===== src/rtl/registered_gate_term_if.sv =====
// registered_gate_term_if: control, data and status bundle for registered_gate_term.
// The master drives Tick/Clear/Inputs; the slave (the gate) returns Comb/Result/Rise/MatchCount.
interface registered_gate_term_if #(
    parameter int unsigned NrOfInputs = 6
) ();

    localparam int unsigned CountW = 8;

    logic                    Tick;
    logic                    Clear;
    logic [NrOfInputs-1:0]   Inputs;
    logic                    Comb;
    logic                    Result;
    logic                    Rise;
    logic [CountW-1:0]       MatchCount;

    modport master (
        output Tick,
        output Clear,
        output Inputs,
        input  Comb,
        input  Result,
        input  Rise,
        input  MatchCount
    );

    modport slave (
        input  Tick,
        input  Clear,
        input  Inputs,
        output Comb,
        output Result,
        output Rise,
        output MatchCount
    );

endinterface


===== src/rtl/registered_gate_term.sv =====
// registered_gate_term: bubble-inverted AND/OR/XOR/NAND reduction of an input bus,
// registered on Tick, stretched for StretchCycles ticks, with a one-clock rise pulse.
// Optional rise counter enabled by defining REGISTERED_GATE_TERM_COUNT_EN.
module registered_gate_term #(
    parameter int unsigned NrOfInputs    = 6,
    parameter logic [31:0] BubblesMask   = 32'd0,
    parameter int unsigned Mode          = 0,
    parameter int unsigned StretchCycles = 0
) (
    input  logic                  GlobalClock,
    input  logic                  Reset_n,
    registered_gate_term_if.slave bus
);

    localparam int unsigned HoldW = 8;
    localparam logic [NrOfInputs-1:0] MaskBits  = BubblesMask[NrOfInputs-1:0];
    localparam logic [HoldW-1:0]      StretchLd = HoldW'(StretchCycles);

    localparam logic [1:0] ST_IDLE    = 2'd0;
    localparam logic [1:0] ST_ACTIVE  = 2'd1;
    localparam logic [1:0] ST_STRETCH = 2'd2;

    logic [NrOfInputs-1:0] real_c;
    logic                  comb_c;

    logic [1:0]            state_d, state_q;
    logic [HoldW-1:0]      hold_d,  hold_q;
    logic                  result_d, result_q;
    logic                  prev_d,   prev_q;
    logic                  rise_d,   rise_q;

    // Bubble inversion followed by the selected reduction.
    always_comb begin
        real_c = bus.Inputs ^ MaskBits;
        case (Mode)
            0:       comb_c = &real_c;
            1:       comb_c = |real_c;
            2:       comb_c = ^real_c;
            default: comb_c = ~&real_c;
        endcase
    end

    // Next state: clear wins, otherwise advance only on a tick.
    always_comb begin
        state_d  = state_q;
        hold_d   = hold_q;
        result_d = result_q;
        if (bus.Clear) begin
            state_d  = ST_IDLE;
            hold_d   = '0;
            result_d = 1'b0;
        end else if (bus.Tick) begin
            case (state_q)
                ST_IDLE: begin
                    if (comb_c) begin
                        state_d  = ST_ACTIVE;
                        hold_d   = StretchLd;
                        result_d = 1'b1;
                    end
                end
                ST_ACTIVE, ST_STRETCH: begin
                    if (comb_c) begin
                        state_d  = ST_ACTIVE;
                        hold_d   = StretchLd;
                        result_d = 1'b1;
                    end else if (hold_q != '0) begin
                        state_d  = ST_STRETCH;
                        hold_d   = hold_q - HoldW'(1);
                        result_d = 1'b1;
                    end else begin
                        state_d  = ST_IDLE;
                        result_d = 1'b0;
                    end
                end
                default: begin
                    state_d  = ST_IDLE;
                    hold_d   = '0;
                    result_d = 1'b0;
                end
            endcase
        end
    end

    // Rising-edge detector runs every clock, independent of Tick.
    always_comb begin
        prev_d = result_q;
        rise_d = bus.Clear ? 1'b0 : (result_q & ~prev_q);
    end

    // State, stretch counter, result and edge-detect registers.
    always_ff @(posedge GlobalClock or negedge Reset_n) begin
        if (!Reset_n) begin
            state_q  <= ST_IDLE;
            hold_q   <= '0;
            result_q <= 1'b0;
            prev_q   <= 1'b0;
            rise_q   <= 1'b0;
        end else begin
            state_q  <= state_d;
            hold_q   <= hold_d;
            result_q <= result_d;
            prev_q   <= prev_d;
            rise_q   <= rise_d;
        end
    end

    assign bus.Comb   = comb_c;
    assign bus.Result = result_q;
    assign bus.Rise   = rise_q;

`ifdef REGISTERED_GATE_TERM_COUNT_EN
    logic [7:0] count_d, count_q;

    // Saturating count of rise pulses; updates together with Rise.
    always_comb begin
        count_d = count_q;
        if (bus.Clear) begin
            count_d = '0;
        end else if (rise_d && (count_q != 8'hFF)) begin
            count_d = count_q + 8'd1;
        end
    end

    // Rise counter register.
    always_ff @(posedge GlobalClock or negedge Reset_n) begin
        if (!Reset_n) begin
            count_q <= '0;
        end else begin
            count_q <= count_d;
        end
    end

    assign bus.MatchCount = count_q;
`else
    assign bus.MatchCount = 8'd0;
`endif

endmodule


===== src/flat_wrapper.sv =====
// flat-port wrapper written by rule: the top's interface ports become plain ports
module registered_gate_term_flat 
#(
    parameter int unsigned NrOfInputs    = 6,
    parameter logic [31:0] BubblesMask   = 32'd0,
    parameter int unsigned Mode          = 0,
    parameter int unsigned StretchCycles = 0
)
  (GlobalClock, Reset_n, bus_Tick, bus_Clear, bus_Inputs, bus_Comb, bus_Result, bus_Rise, bus_MatchCount);
  registered_gate_term_if #(.NrOfInputs(NrOfInputs)) bus_i ();
  input  logic GlobalClock;
  input  logic Reset_n;
  input wire logic [$bits(bus_i.Tick)-1:0] bus_Tick;
  input wire logic [$bits(bus_i.Clear)-1:0] bus_Clear;
  input wire logic [$bits(bus_i.Inputs)-1:0] bus_Inputs;
  output wire logic [$bits(bus_i.Comb)-1:0] bus_Comb;
  output wire logic [$bits(bus_i.Result)-1:0] bus_Result;
  output wire logic [$bits(bus_i.Rise)-1:0] bus_Rise;
  output wire logic [$bits(bus_i.MatchCount)-1:0] bus_MatchCount;
  assign bus_i.Tick = bus_Tick;
  assign bus_i.Clear = bus_Clear;
  assign bus_i.Inputs = bus_Inputs;
  assign bus_Comb = bus_i.Comb;
  assign bus_Result = bus_i.Result;
  assign bus_Rise = bus_i.Rise;
  assign bus_MatchCount = bus_i.MatchCount;
  registered_gate_term #(.NrOfInputs(NrOfInputs), .BubblesMask(BubblesMask), .Mode(Mode), .StretchCycles(StretchCycles)) u_core (.GlobalClock(GlobalClock), .Reset_n(Reset_n), .bus(bus_i));
endmodule

===== config.mk =====
export PLATFORM = sky130hd
export DESIGN_NAME = registered_gate_term_flat
export DESIGN_NICKNAME = d
export VERILOG_FILES = /design/src/rtl/registered_gate_term_if.sv /design/src/rtl/registered_gate_term.sv /design/src/flat_wrapper.sv
export SDC_FILE = /design/constraint.sdc
export NUM_CORES = 1
export LEC_CHECK = 0
export CAP_MARGIN = 15
export CORE_UTILIZATION = 40
export CTS_CLUSTER_DIAMETER = 60
export DETAILED_ROUTE_END_ITERATION = 8
export PLACE_DENSITY = 0.71
export SLEW_MARGIN = 20
export SYNTH_ARGS = -nofsm -noshare
export SYNTH_HDL_FRONTEND = slang
export SYNTH_SLANG_ARGS = --single-unit

===== constraint.sdc =====
create_clock -name GlobalClock -period 3.5 [get_ports GlobalClock]
set_input_delay 1.05 -clock GlobalClock [delete_from_list [all_inputs] [get_ports GlobalClock]]
set_output_delay 1.05 -clock GlobalClock [all_outputs]
set_load 0.05 [all_outputs]

==> flow_summary.json, run 1 <==
{
  "status": "completed",
  "max_freq_mhz": 307,
  "grt_pass1_vias": 699,
  "min_period_ps": 3260,
  "routabilityCongestion": 0.857,
  "hold_ws_ps": 400,
  "syn2layout_area_growth_pct": 16.6,
  "tightest_slew_ps": 599,
  "ys.flop_type": "dfrtp_1",
  "rows": 16,
  "drive_gt1_frac": 0.131,
  "numPortBuffers": 12,
  "drtIter0Drc": 17,
  "slew_viol_final": 0,
  "hpwl_mm": 1.40,
  "setup_viol": 0,
  "synth_largest_area_cell": "dfrtp_1",
  "ys_types": 38,
  "clkPwrFrac": 0.316,
  "dr.pass1.iters": 4,
  "core_um2": 2040,
  "syn_area_um2": 912,
  "clock_latency_ps": 290,
  "cts_resized": 0,
  "clk_pin_slew_ps": 80,
  "nets": 122,
  "die_y_um": 49.8,
  "fin_crit_sh": 0.931,
  "seq_area_frac_synth": 0.357,
  "avgSynthCellArea_um2": 9.81,
  "antenna_left": 0,
  "grt_pass1_wl_mm": 3.18,
  "post-route-util": 0.521,
  "vias": 741,
  "cp.arrival_ps": 2210,
  "cts_buffers": 3,
  "synth_warnings": 0,
  "io_pins": 21,
  "drc": 0,
  "dieArea_um2": 2480,
  "yosysMostFrequentCell": "dfrtp_1",
  "ctsRootBufferMaster": "clkbuf_4",
  "post-cts-setup-buffers": 0,
  "path_max_fanout": 4,
  "pre_cts_slack_ps": 245,
  "tns_ps": 0,
  "start_kind": "primary input",
  "skew_ps": 11.2,
  "relSlewSlack": 0.599,
  "switching_share": 0.321,
  "fin_ws_ps": 243,
  "crit_path_end_kind": "output port",
  "worstSetupPathType": "in -> out",
  "synthTopCellsByArea": "dfrtp_1 36%, buf_4 6.6%, ha_1 5.5%, nand2_1 3.7%, inv_1 3.3%",
  "wl_mm": 1.86,
  "syn-instance-count": 93,
  "viasPerCell": 5.53,
  "start_util": 0.447,
  "max_cap_violations": 0,
  "cts_max_level": 1,
  "synth_commonest_cells": "13 x dfrtp_1, 9 x nand2_1, 8 x buf_4, 8 x inv_1, 5 x nand3_1",
  "vdd_drop_max_mv": 0.221,
  "hold_path.class": "reg -> reg",
  "rsz0062_at_grt": "no",
  "grt_overflow_total": 0,
  "grt_max_degree": 14,
  "grt_antenna_before_repair": 0,
  "n_antenna_cell": 0,
  "grt_use_total": 0.176,
  "seqPwrFrac": 0.479,
  "synth.top_cell.area_share": 0.357,
  "ys_async_sr_fraction": 1.00,
  "cts_sinks": 13,
  "hold_viol": 0,
  "p_int_w": 0.000217,
  "p_comb_frac": 0.205,
  "cts.hold.buffers_added": 0,
  "p_per_area_nw_per_um2": 301,
  "routedWlPerCell_um": 13.8,
  "critPathRequiredTime_ps": 2450,
  "power.switching_w": 0.000103,
  "synth_edf_count": 0,
  "leakage_nw": 0.472,
  "cts_tree": "yes",
  "postSynthRegisterBits": 13,
  "dieWidth_um": 49.8,
  "clockBufferDepth": 2
}
metrics by stage:
| stage | instance area (um^2) | std cells | power, W |
|---|---|---|---|
| 2_1_floorplan | 938 | 100 | 0.000208 |
| 3_3_place_gp | 1040 | 130 | 0.000221 |
| 3_5_place_dp | 1040 | 130 | 0.000221 |
| 4_1_cts | 1060 | 134 | 0.000322 |
| 5_1_grt | 1060 | 134 | 0.000335 |
| 6_report | 1060 | 134 | 0.000320 |
worst max-delay path: stages:
cell	delay [ps]
clkdlybuf4s50_1	480
nand4_1	140
nor2_1	350
buf_12	190
layer usage:
metal / vias to the layer above / GRT usage / share of wire
met1: 348 / 0.230 / 0.48
met3: 4 / 0.0525 / 0.057
met4: 0 / 0.0857 / 0.016
li1: 362 / - / -
met2: 27 / 0.261 / 0.45
met5: - / 0 / 0
power by group through the flow:
stage / logic, W / registers (W) / clock network [W]
floorplan: 0.0000512 / 0.000156 / 0
global placement: 0.0000645 / 0.000156 / 0
detailed placement: 0.0000653 / 0.000156 / 0
CTS: 0.0000654 / 0.000153 / 0.000103
global route: 0.0000707 / 0.000153 / 0.000111
finish: 0.0000654 / 0.000153 / 0.000101
registers in the layout, summed over array words and instances, names as in the netlist:
| register | count |
|---|---|
| u_core.bus.Result | 1 |
| u_core.bus.Rise | 1 |
| u_core.hold_q | 8 |
| u_core.prev_q | 1 |
| u_core.state_q | 2 |
cell families after synthesis:
logic type               after synthesis  synth area share
adder cells (fa/ha/maj)                4            0.0549
flip-flops                            13             0.357
AO/OA/AOI/OAI                         26             0.240
other                                  1           0.00411
AND/OR/NAND/NOR                       32             0.240
buffers and inverters                 17             0.104
cell usage in the layout (no fill, tap or decap), types with 2 or more instances in the layout:
master           count
nand2_1              9
inv_1                8
o211ai_1             2
ha_1                 4
dfrtp_1             13
nor3b_1              2
clkbuf_4             3
o31ai_1              3
nor2_1               3
clkdlybuf4s50_1     11
nand3_1              5
o311ai_1             2
o21ai_1              3
conb_1               8
a22o_1               2
nand4_1              2
a21oi_1              2
o21ai_0              2
a31oi_1              2
path summary, 6_finish.rpt:
path                       slack [ps]  cells past startpoint               end              start
setup reg to reg                 1590                      6  u_core.hold_q[5]  u_core.state_q[0]
min in group asynchronous        1130                      1  u_core.hold_q[6]            Reset_n
hold reg to reg                   400                      1   u_core.bus.Rise      u_core.prev_q
max in group asynchronous        1980                      1  u_core.hold_q[5]            Reset_n
hold / removal                    400                      1   u_core.bus.Rise      u_core.prev_q
setup / recovery                  240                      4          bus_Comb      bus_Inputs[2]
final cells by class:
cell class	count	area (um^2)
Fill cell	203	978
Sequential cell	13	325
Tap cell	27	33.8
Multi-Input combinational cell	70	518
Timing Repair Buffer	12	130
Clock buffer	4	26.3
Inverter	8	30.0
No activity file was read; power rests on OpenSTA's default activity.
==> run 2: changes to the inputs <==
--- a/config.mk
+++ b/config.mk
@@ -6,6 +6,7 @@
 export NUM_CORES = 1
 export LEC_CHECK = 0
 export CAP_MARGIN = 15
+export CORE_ASPECT_RATIO = 1.25
 export CORE_UTILIZATION = 40
 export CTS_CLUSTER_DIAMETER = 60
 export DETAILED_ROUTE_END_ITERATION = 8
==> flow_summary.json, run 2 (same netlist as run 1, synthesis figures left out) <==
{
  "dieArea_um2": 2480,
  "worstSetupPathType": "in -> out",
  "routedWlPerCell_um": 14.0,
  "regMostFlops": "u_core.hold_q",
  "startpoint": "bus_Inputs[2]",
  "tightest_slew_ps": 625,
  "path_buf_inv": 2,
  "cp.depth": 4,
  "min_period_ps": 3270,
  "grt_antenna_before_repair": 0,
  "final_cell_mix": "13 x dfrtp_1, 11 x clkdlybuf4s50_1, 9 x nand2_1",
  "routabilityCongestion": 0.830,
  "syn2layout_area_growth_pct": 17.0,
  "grt_overflow_total": 0,
  "largest_reg_flops": 8,
  "hold_path.class": "reg -> reg",
  "relSlewSlack": 0.582,
  "cpLargestDelayFamily": "buffers and inverters",
  "p_per_area_nw_per_um2": 292,
  "crit_path_end_kind": "output port",
  "clk_pin_slew_ps": 80,
  "setup_viol": 0,
  "vdd_drop_max_mv": 0.150,
  "path_max_fanout": 4,
  "dieWidth_um": 44.7,
  "layout.cells.most_common": "dfrtp_1",
  "drc": 0,
  "wl_mm": 1.91,
  "antenna_left": 0,
  "start_kind": "primary input",
  "rows": 18,
  "clock_latency_ps": 280,
  "numPortBuffers": 12,
  "drive_gt1_frac": 0.131,
  "skew_ps": 1.53,
  "grt_use_total": 0.167,
  "min_path_cells": 1,
  "post-route-util": 0.515,
  "hold_viol": 0,
  "core_um2": 2070,
  "cts_buffers": 3,
  "endpoint": "bus_Comb",
  "n_antenna_cell": 0,
  "cts_resized": 0,
  "slew_viol_final": 0,
  "drtIter0Drc": 12,
  "hold_ws_ps": 409,
  "r2r_cells": 6,
  "cts_sinks": 13,
  "io_pins": 21,
  "r2r_end": "u_core.hold_q[7]",
  "crit_chain": "clkdlybuf4s50_1 -> nand4_1 -> nor2_1 -> buf_12",
  "cts_tree": "yes",
  "max_cap_violations": 0,
  "fin_crit_sh": 0.934,
  "grt_pass1_wl_mm": 3.10,
  "rr_startpoint": "u_core.state_q[0]",
  "ctsRootBufferMaster": "clkbuf_4",
  "cts_max_level": 1,
  "dr.pass1.iters": 4,
  "leakage_nw": 0.472,
  "post-cts-setup-buffers": 0,
  "nets": 122,
  "cts.hold.buffers_added": 0,
  "vias": 738,
  "slowest_stage": "clkdlybuf4s50_1",
  "status": "completed",
  "cp.arrival_ps": 2220,
  "max_freq_mhz": 306,
  "critPathRequiredTime_ps": 2450,
  "grt_pass1_vias": 690,
  "tns_ps": 0,
  "start_util": 0.440,
  "cpPeakStageDelay_ps": 480,
  "largestRegisters": "u_core.hold_q x8, u_core.state_q x2",
  "die_y_um": 55.4,
  "clockBufferDepth": 2,
  "grt_max_degree": 14,
  "viasPerCell": 5.39,
  "reg2reg_slack_ps": 1680,
  "rsz0062_at_grt": "no",
  "hpwl_mm": 1.45
}
==> run 2: cell counts in the layout (fill, tap and decap cells not counted) <==
Identical to the previous run, type by type.
==> run 2: metal layers <==
metal | GRT usage | vias up | part of all wire
met4 | 0.0779 | 0 | 0.016
met3 | 0.0131 | 4 | 0.026
met5 | 0 | - | 0
met1 | 0.211 | 355 | 0.44
met2 | 0.279 | 16 | 0.51
li1 | - | 363 | -
==> run 2: worst min-delay path by stage <==
stage                  startpoint         endpoint  slack, ps
global route        u_core.prev_q  u_core.bus.Rise        430
global placement    u_core.prev_q  u_core.bus.Rise        400
floorplan           u_core.prev_q  u_core.bus.Rise        380
CTS                 u_core.prev_q  u_core.bus.Rise        420
finish              u_core.prev_q  u_core.bus.Rise        410
detailed placement  u_core.prev_q  u_core.bus.Rise        410
==> run 2: report_power, final <==
group          switching [W]  internal, W
registers         0.00000186     0.000151
logic              0.0000442    0.0000211
clock network      0.0000487    0.0000442
total              0.0000947     0.000217
==> run 2: worst register-to-register path, delay by kind of cell, from the launching register on <==
kind | cells | cell delay [ps]
compound gates | 2 | 610
flops | 1 | 380
fa+ha+maj | 1 | 380
simple gates | 2 | 310
buf+inv | 1 | 60
==> run 2: cell type report <==
cell class / instances / area, um^2
inverters: 8 / 30.0
flip-flops and latches: 13 / 325
multi-input cells: 70 / 518
clock buffers: 4 / 26.3
fillers: 200 / 1000
repair buffers: 12 / 130
well taps: 30 / 37.5
==> run 2: per-stage QoR <==
stage                     cell area, um^2  worst slack (ps)  total power [W]  instances
after detailed placement             1040               243         0.000221        133
after CTS                            1070               241         0.000315        137
after floorplan                       938               525         0.000208        100
after global placement               1040               290         0.000221        133
final                                1070               233         0.000312        137
after global routing                 1070               151         0.000325        137
==> run 3: changes to the inputs <==
--- a/config.mk
+++ b/config.mk
@@ -11,6 +11,7 @@
 export CTS_CLUSTER_DIAMETER = 60
 export DETAILED_ROUTE_END_ITERATION = 8
 export PLACE_DENSITY = 0.71
+export RECOVER_POWER = 100
 export SLEW_MARGIN = 20
 export SYNTH_ARGS = -nofsm -noshare
 export SYNTH_HDL_FRONTEND = slang
==> flow_summary.json, run 3 (same netlist as run 1, synthesis figures left out) <==
{
  "status": "completed",
  "clockBufferDepth": 2,
  "routedWlPerCell_um": 14.1,
  "regMostFlops": "u_core.hold_q",
  "critPathRequiredTime_ps": 2450,
  "largestRegisters": "u_core.hold_q x8, u_core.state_q x2",
  "crit_path_end_kind": "output port",
  "postLayoutCellArea_um2": 1050,
  "setup_viol": 0,
  "hpwl_mm": 1.45,
  "placed_area_um2": 1040,
  "grt_use_total": 0.167,
  "cts_buffers": 3,
  "rr_startpoint": "u_core.state_q[0]",
  "dieWidth_um": 44.7,
  "tightest_slew_ps": 1420,
  "io_pins": 21,
  "largest_reg_flops": 8,
  "wl_mm": 1.93,
  "min_path_cells": 1,
  "start_util": 0.440,
  "routabilityCongestion": 0.830,
  "skew_ps": 1.58,
  "dr.pass1.iters": 4,
  "clk_pin_slew_ps": 80,
  "cts_sinks": 13,
  "dieArea_um2": 2480,
  "cts_tree": "yes",
  "min_period_ps": 3340,
  "grt_overflow_total": 0,
  "grt_pass1_vias": 690,
  "r2r_end": "u_core.hold_q[7]",
  "final_cell_mix": "13 x dfrtp_1, 9 x nand2_1, 8 x inv_1, 8 x conb_1, 6 x clkdlybuf4s50_1",
  "relSlewSlack": 0.0473,
  "n_antenna_cell": 0,
  "grt_max_degree": 14,
  "ctsRootBufferMaster": "clkbuf_4",
  "tns_ps": 0,
  "post-cts-setup-buffers": 0,
  "max_cap_violations": 0,
  "core_um2": 2070,
  "fin_ws_ps": 162,
  "drc": 0,
  "slew_viol_final": 0,
  "reg2reg_slack_ps": 1140,
  "layout.cells.most_common": "dfrtp_1",
  "cts_max_level": 1,
  "numPortBuffers": 12,
  "die_y_um": 55.4,
  "total_power_w": 0.000310,
  "pre_cts_slack_ps": 243,
  "r2r_cells": 5,
  "p_per_area_nw_per_um2": 296,
  "vdd_drop_max_mv": 0.150,
  "hold_viol": 0,
  "fillers": 203,
  "startpoint": "bus_Inputs[2]",
  "hp-start": "u_core.prev_q",
  "grt_pass1_wl_mm": 3.10,
  "vias": 742,
  "cts.hold.buffers_added": 0,
  "clock_latency_ps": 280,
  "min_to": "u_core.bus.Rise",
  "antenna_left": 0,
  "worstSetupPathType": "in -> out",
  "grt_antenna_before_repair": 0,
  "path_max_fanout": 4,
  "drive_gt1_frac": 0.112,
  "viasPerCell": 5.42,
  "fin_crit_sh": 0.954,
  "leakage_nw": 0.474,
  "hold_path.class": "reg -> reg",
  "max_freq_mhz": 300,
  "rsz0062_at_grt": "no",
  "nets": 122,
  "drtIter0Drc": 15,
  "cp.arrival_ps": 2290,
  "rows": 18,
  "cts_resized": 0,
  "syn2layout_area_growth_pct": 14.8,
  "start_kind": "primary input"
}
## run 3: worst max-delay path, stage by stage
cell and delay, ps:
dlygate4sd3_1 540, nand4_1 160, nor2_1 350, buf_12 190
## run 3: how the worst max path moves through the flow
| stage | to | slack (ps) | depth (start not counted) |
|---|---|---|---|
| 5_1_grt | bus_Comb | 90 | 4 |
| 6_report | bus_Comb | 160 | 4 |
| 2_1_floorplan | bus_Comb | 520 | 2 |
| 3_3_place_gp | bus_Comb | 290 | 4 |
| 3_5_place_dp | bus_Comb | 240 | 4 |
| 4_1_cts | bus_Comb | 240 | 4 |
## run 3: area by class of cell
cell class / instances / area (um^2) / area share
repair buffers: 12 / 130 / 0.124
clock buffers: 4 / 26.3 / 0.0251
multi-input cells: 70 / 498 / 0.476
flip-flops and latches: 13 / 325 / 0.311
inverters: 8 / 30.0 / 0.0287
well taps: 30 / 37.5 / 0.0358
## run 3: per-layer routing
metal  up-vias  track usage  part of all wire
met5         -            0                 0
met4         0       0.0779             0.021
met3         5       0.0131             0.032
met2        19        0.279              0.50
met1       354        0.211              0.45
li1        364            -                 -
## run 3: power by group
part	internal, W	leakage, nW	total [W]	switching, W
Sequential	0.000151	0.181	0.000153	0.00000182
Clock	0.0000443	0.0150	0.0000944	0.0000501
Combinational	0.0000194	0.278	0.0000623	0.0000429
Total	0.000215	0.474	0.000310	0.0000948
## run 3: metrics by stage
| stage | instances | hold slack [ps] | utilization |
|---|---|---|---|
| 2_1_floorplan | 100 | 382 | - |
| 3_3_place_gp | 133 | 402 | 0.502 |
| 3_5_place_dp | 133 | 405 | 0.502 |
| 4_1_cts | 137 | 416 | 0.515 |
| 5_1_grt | 137 | 429 | 0.505 |
| 6_report | 137 | 412 | 0.505 |
